## src/rtl/fetch_queue_pkg.sv

```systemverilog
// -----------------------------------------------------------------------------
// fetch_queue_pkg
// Shared definitions for the fetch queue between instruction fetch and decode.
//   FQ_DEPTH      : default number of queue entries
//   IF_ID_PACKET  : fetched-instruction packet passed from IF to ID
// -----------------------------------------------------------------------------
package fetch_queue_pkg;

  localparam int FQ_DEPTH = 8;
  localparam int XLEN     = 32;

  typedef struct packed {
    logic            valid;
    logic [XLEN-1:0] inst;
    logic [XLEN-1:0] NPC;
    logic [XLEN-1:0] PC;
  } IF_ID_PACKET;

endpackage

```

## src/rtl/fq_mem.sv

```systemverilog
// -----------------------------------------------------------------------------
// fq_mem
// Entry storage for fetch_queue: DEPTH x IF_ID_PACKET, one synchronous write
// port and one asynchronous (combinational) read port.
// Ports:
//   clock    : system clock, writes on rising edge
//   we_i     : write enable
//   waddr_i  : write address (queue tail)
//   wdata_i  : packet to store
//   raddr_i  : read address (queue head)
//   rdata_o  : packet at raddr_i, combinational
// -----------------------------------------------------------------------------
module fq_mem
  import fetch_queue_pkg::*;
#(
  parameter int DEPTH = FQ_DEPTH
) (
  input  logic                     clock,
  input  logic                     we_i,
  input  logic [$clog2(DEPTH)-1:0] waddr_i,
  input  IF_ID_PACKET              wdata_i,
  input  logic [$clog2(DEPTH)-1:0] raddr_i,
  output IF_ID_PACKET              rdata_o
);

  IF_ID_PACKET mem_q [DEPTH];

  // NOTE: payload storage has no reset; the control logic never exposes an
  // entry that was not written since the last reset or flush.
  always_ff @(posedge clock) begin
    if (we_i) begin
      mem_q[waddr_i] <= wdata_i;
    end
  end

  assign rdata_o = mem_q[raddr_i];

endmodule

```

## src/rtl/fetch_queue.sv

```systemverilog
// -----------------------------------------------------------------------------
// fetch_queue
// Circular FIFO decoupling instruction fetch from decode/dispatch.
// Optional feature macro: FQ_BYPASS_EN -- when defined, a valid incoming packet
// on an empty queue is presented to decode in the same cycle; if decode takes
// it, nothing is stored. Without it, there is no combinational path from
// if_packet_in to the id_* outputs.
// Ports:
//   clock         : system clock, rising edge
//   reset         : asynchronous active-low reset
//   if_packet_in  : packet from ifetch, enqueue request when .valid=1
//   flush         : squash, discards all entries at next edge
//   id_ready      : decode accepts the head this cycle
//   id_packet_out : head packet toward decode (all-zero when nothing valid)
//   id_valid      : id_packet_out carries a real instruction
//   fq_full       : no free entry; ifetch must stall
//   fq_count      : number of occupied entries
// -----------------------------------------------------------------------------
module fetch_queue
  import fetch_queue_pkg::*;
#(
  parameter int DEPTH = FQ_DEPTH
) (
  input  logic                   clock,
  input  logic                   reset,
  input  IF_ID_PACKET            if_packet_in,
  input  logic                   flush,
  input  logic                   id_ready,
  output IF_ID_PACKET            id_packet_out,
  output logic                   id_valid,
  output logic                   fq_full,
  output logic [$clog2(DEPTH):0] fq_count
);

  localparam int PTR_W = $clog2(DEPTH);
  localparam int CNT_W = PTR_W + 1;
  localparam logic [CNT_W-1:0] FULL_CNT = CNT_W'(DEPTH);

  logic [PTR_W-1:0] head_q, head_d;
  logic [PTR_W-1:0] tail_q, tail_d;
  logic [CNT_W-1:0] count_q, count_d;

  logic        empty;
  logic        enq;
  logic        deq;
  IF_ID_PACKET rd_data;

  assign empty    = (count_q == '0);
  assign fq_full  = (count_q == FULL_CNT);
  assign fq_count = count_q;

  // Handshake and head presentation. Full is judged on the registered count,
  // so a dequeue in the same cycle never opens room for an enqueue.
  // NOTE: every signal driven here gets a default first so no path through
  // the block leaves it unassigned and infers a latch.
  always_comb begin
    enq           = if_packet_in.valid && !fq_full && !flush;
    deq           = !empty && id_ready && !flush;
    id_valid      = !empty && !flush;
    id_packet_out = id_valid ? rd_data : '0;
    id_packet_out.valid = id_valid;
`ifdef FQ_BYPASS_EN
    // Empty-queue bypass; held off while reset is asserted so outputs stay
    // clear during reset.
    if (empty && !flush && if_packet_in.valid && reset) begin
      id_valid            = 1'b1;
      id_packet_out       = if_packet_in;
      id_packet_out.valid = 1'b1;
      if (id_ready) begin
        enq = 1'b0;
      end
    end
`endif
  end

  // Pointer/count next state. Pointers are PTR_W bits wide, so the +1 wraps
  // modulo DEPTH (DEPTH is a power of two).
  always_comb begin
    head_d  = head_q;
    tail_d  = tail_q;
    count_d = count_q;
    if (flush) begin
      head_d  = '0;
      tail_d  = '0;
      count_d = '0;
    end else begin
      if (enq) tail_d = tail_q + 1'b1;
      if (deq) head_d = head_q + 1'b1;
      unique case ({enq, deq})
        2'b10:   count_d = count_q + 1'b1;
        2'b01:   count_d = count_q - 1'b1;
        default: count_d = count_q;
      endcase
    end
  end

  // NOTE: sequential state uses non-blocking assignments so every register
  // samples the pre-edge values of the others.
  always_ff @(posedge clock or negedge reset) begin
    if (!reset) begin
      head_q  <= '0;
      tail_q  <= '0;
      count_q <= '0;
    end else begin
      head_q  <= head_d;
      tail_q  <= tail_d;
      count_q <= count_d;
    end
  end

  fq_mem #(
    .DEPTH(DEPTH)
  ) u_mem (
    .clock   (clock),
    .we_i    (enq),
    .waddr_i (tail_q),
    .wdata_i (if_packet_in),
    .raddr_i (head_q),
    .rdata_o (rd_data)
  );

endmodule
```

## config.mk

```make
export PLATFORM = sky130hd
export DESIGN_NAME = fetch_queue
export DESIGN_NICKNAME = d
export VERILOG_FILES = /design/src/rtl/fetch_queue_pkg.sv /design/src/rtl/fq_mem.sv /design/src/rtl/fetch_queue.sv
export SDC_FILE = /design/constraint.sdc
export NUM_CORES = 1
export LEC_CHECK = 0
export CAP_MARGIN = 20
export CORE_MARGIN = 1
export CORE_UTILIZATION = 59
export CTS_CLUSTER_DIAMETER = 80
export DETAILED_ROUTE_END_ITERATION = 6
export PLACE_DENSITY_LB_ADDON = 0.25
export SLEW_MARGIN = 20
export SYNTH_ARGS = -nofsm -noshare
export SYNTH_HDL_FRONTEND = slang
export SYNTH_SLANG_ARGS = --single-unit
```

## constraint.sdc

```tcl
create_clock -name clock -period 11.07 [get_ports clock]
set_clock_uncertainty 0.1 [all_clocks]
set_input_delay 1.6605 -clock clock [delete_from_list [all_inputs] [get_ports clock]]
set_output_delay 1.6605 -clock clock [all_outputs]
set_load 0.03 [all_outputs]
```

==> results.py <==
metrics = {
    "yosys": {
        "syn_avg_cell_area_um2": 22.9,
        "yosysTopAreaCellShare": 0.777,
        "synth_area_leaders": "edfxtp_1 78%, mux4_2 15%, mux2i_1 3.2%",
        "ys_seq_area_frac": 0.785,
        "yosys_register_bits": 778,
        "syn_inst": 1296,
        "synth.most_common_cell": "edfxtp_1",
        "yosys-top-cells-count": "768 x edfxtp_1, 192 x mux4_2, 109 x nor2_1, 96 x mux2i_1, 31 x clkbuf_1",
        "synth_fp_nets": 1401,
        "async_flop_share": 0.0129,
        "synth_warnings": 0,
        "synth_edf_count": 768,
        "synth.distinct_cells": 35,
        "syn_area_mm2": 0.0297,
        "yosys.area.top_type": "edfxtp_1",
        "synthFlopType": "edfxtp_1",
    },
    "setup_path": {
        "startpoint": "flush",
        "worstSetupStartpointType": "input pin",
        "worstPathArrival_ps": 4580,
        "timing_worst_setup_path_type": "input pin to output port",
        "crit_fanout": 56,
        "cp-end-kind": "output port",
        "rr_startpoint": "fq_count[1]",
        "required_ps": 9310,
    },
    "sta": {
        "slew_viol_final": 0,
        "fmax_ghz": 0.158,
        "setup_tns_ps": 0,
        "worst_pin_slew_ps": 1100,
        "rsz0062_at_grt": "false",
        "min_period_ps": 6340,
        "finalHoldViolations": 0,
        "period_share": 0.573,
        "relSlewSlack": 0.265,
        "holdWs_ps": 498,
        "setup_violations": 0,
    },
    "layout": {
        "ff_latch_area_mm2": 0.0233,
        "fin_util": 0.705,
        "multi_input_area_mm2": 0.00612,
        "fin_cells": 2247,
        "drive_gt1_frac": 0.206,
        "area_growth_pct": 17.0,
        "finalNetCount": 1636,
        "fillers": 2982,
    },
    "floorplanning": {
        "ios": 204,
        "start_util": 0.603,
        "die-area_mm2": 0.0512,
        "row_count": 81,
        "dieHeight_um": 226,
        "core-area_mm2": 0.0493,
        "die_x_um": 226,
    },
    "global_route": {
        "gr-max-usage-layer": "met2",
        "grt_usage": 0.233,
        "grt_antenna_before_repair": 5,
        "grtUsageMet2": 0.379,
        "grt_pass1_vias": 14200,
        "grt_pass1_wl_um": 86300,
        "use_met1": 0.324,
        "grt_util_met3": 0.0447,
        "grt_overflow_total": 0,
        "grt_max_degree": 103,
    },
    "placed_design": {
        "dp.cells": 2117,
        "globalplace.congestion": 0.730,
        "dp_hpwl_um": 29500,
        "portBuffers": 203,
    },
    "worst_hold_path": {
        "holdCritPathClass": "flop to flop",
        "hp-start": "tail_q[0]",
    },
    "power": {
        "irDropWorstVdd_mv": 0.180,
        "leakage_uw": 0.0105,
        "power_density_mw_per_mm2": 219,
    },
    "run": {
        "maxCapViolCount": 0,
    },
    "clock_network": {
        "cts_hold_buffers": 0,
        "numCtsBuffers": 76,
        "cts.path.max_buffers": 3,
        "post_cts_buffers": 0,
        "clkTransAtPathRegs_ps": 60,
        "clockRootBuffer": "clkbuf_16",
        "insertion_delay_ps": 590,
        "ctsResizeCount": 0,
        "clkSinkCount": 778,
        "htree_levels": 3,
        "cts_tree": "done",
    },
    "run_status": {
        "status": "complete, no violations",
    },
    "routing": {
        "drc": 0,
        "post_drt_wl_per_cell_um": 25.7,
        "via_per_inst": 6.06,
        "drt_iter0_markers": 1079,
        "vias": 13600,
        "first_pass_iters": 5,
        "antenna_left": 0,
        "wl_um": 57700,
    },
}
## metrics by stage
stage	area [um2]	setup WS (ps)	total power (uW)
2_1_floorplan	29700	1740	4780
3_3_place_gp	32500	4870	5330
3_5_place_dp	32500	4790	5350
4_1_cts	34700	4770	7680
5_1_grt	34700	4620	7890
6_report	34700	4730	7600
## report_power, final
group	internal (uW)	switching, uW
registers	3340	103
clock network	1320	1010
logic	872	953
## registers in the layout (all words and copies together) (netlist names)
signal	cells
tail_q	3
u_mem.mem_q	768
head_q	3
fq_count	4
## per-layer routing
metal	routed length (um)	share of wire	up-vias
met3	3500	0.061	76
met5	36	0.00062	-
met4	1070	0.019	6
met1	23600	0.41	7231
met2	29400	0.51	424
li1	-	-	5876
## logic make-up (layout without fill, tap and decap cells)
family / after synthesis / after routing / share of synthesized area
compound gates: 14 / 14 / 0.00400
xor+xnor: 7 / 7 / 0.00207
fa+ha+maj: 4 / 4 / 0.00169
buf+inv: 72 / 357 / 0.0107
flops: 778 / 778 / 0.785
mux: 289 / 289 / 0.178
other cells: 0 / 2 / 0
simple gates: 132 / 132 / 0.0179
## cell usage in the layout (no fill, tap or decap), drive strengths merged, types with 3 or more instances in the layout
cell type / count
ha: 4
nand3: 6
inv: 3
clkinvlp: 3
xor2: 5
clkdlybuf4s50: 203
clkinv: 22
mux4: 192
dfrtp: 10
a21oi: 5
nand2b: 3
edfxtp: 768
nor2: 109
nand2: 7
nor3: 3
mux2i: 96
clkbuf: 102
buf: 23
## layout make-up
| cell class | count | area share |
|---|---|---|
| diodes | 2 | 0.000144 |
| clock buffers | 102 | 0.0594 |
| clock inverters | 26 | 0.00432 |
| inverters | 3 | 0.000468 |
| multi-input cells | 446 | 0.176 |
| flip-flops and latches | 778 | 0.672 |
| well taps | 664 | 0.0239 |
| repair buffers | 226 | 0.0639 |
## worst paths after layout
path | to | slack (ps) | cells after the start
max reg2reg | u_mem.mem_q[3][38] | 7490 | 7
max in group asynchronous | head_q[0] | 9220 | 1
min | tail_q[0] | 500 | 2
min in group asynchronous | fq_count[2] | 1290 | 1
min reg2reg | tail_q[0] | 500 | 2
max | id_packet_out[40] | 4730 | 5
## worst max-delay path, cell delays in order
cell and delay [ps]:
clkdlybuf4s50_1 790, or2_4 570, buf_4 610, nor2_1 140, clkdlybuf4s50_1 640
(Power assumes the default switching activity.)
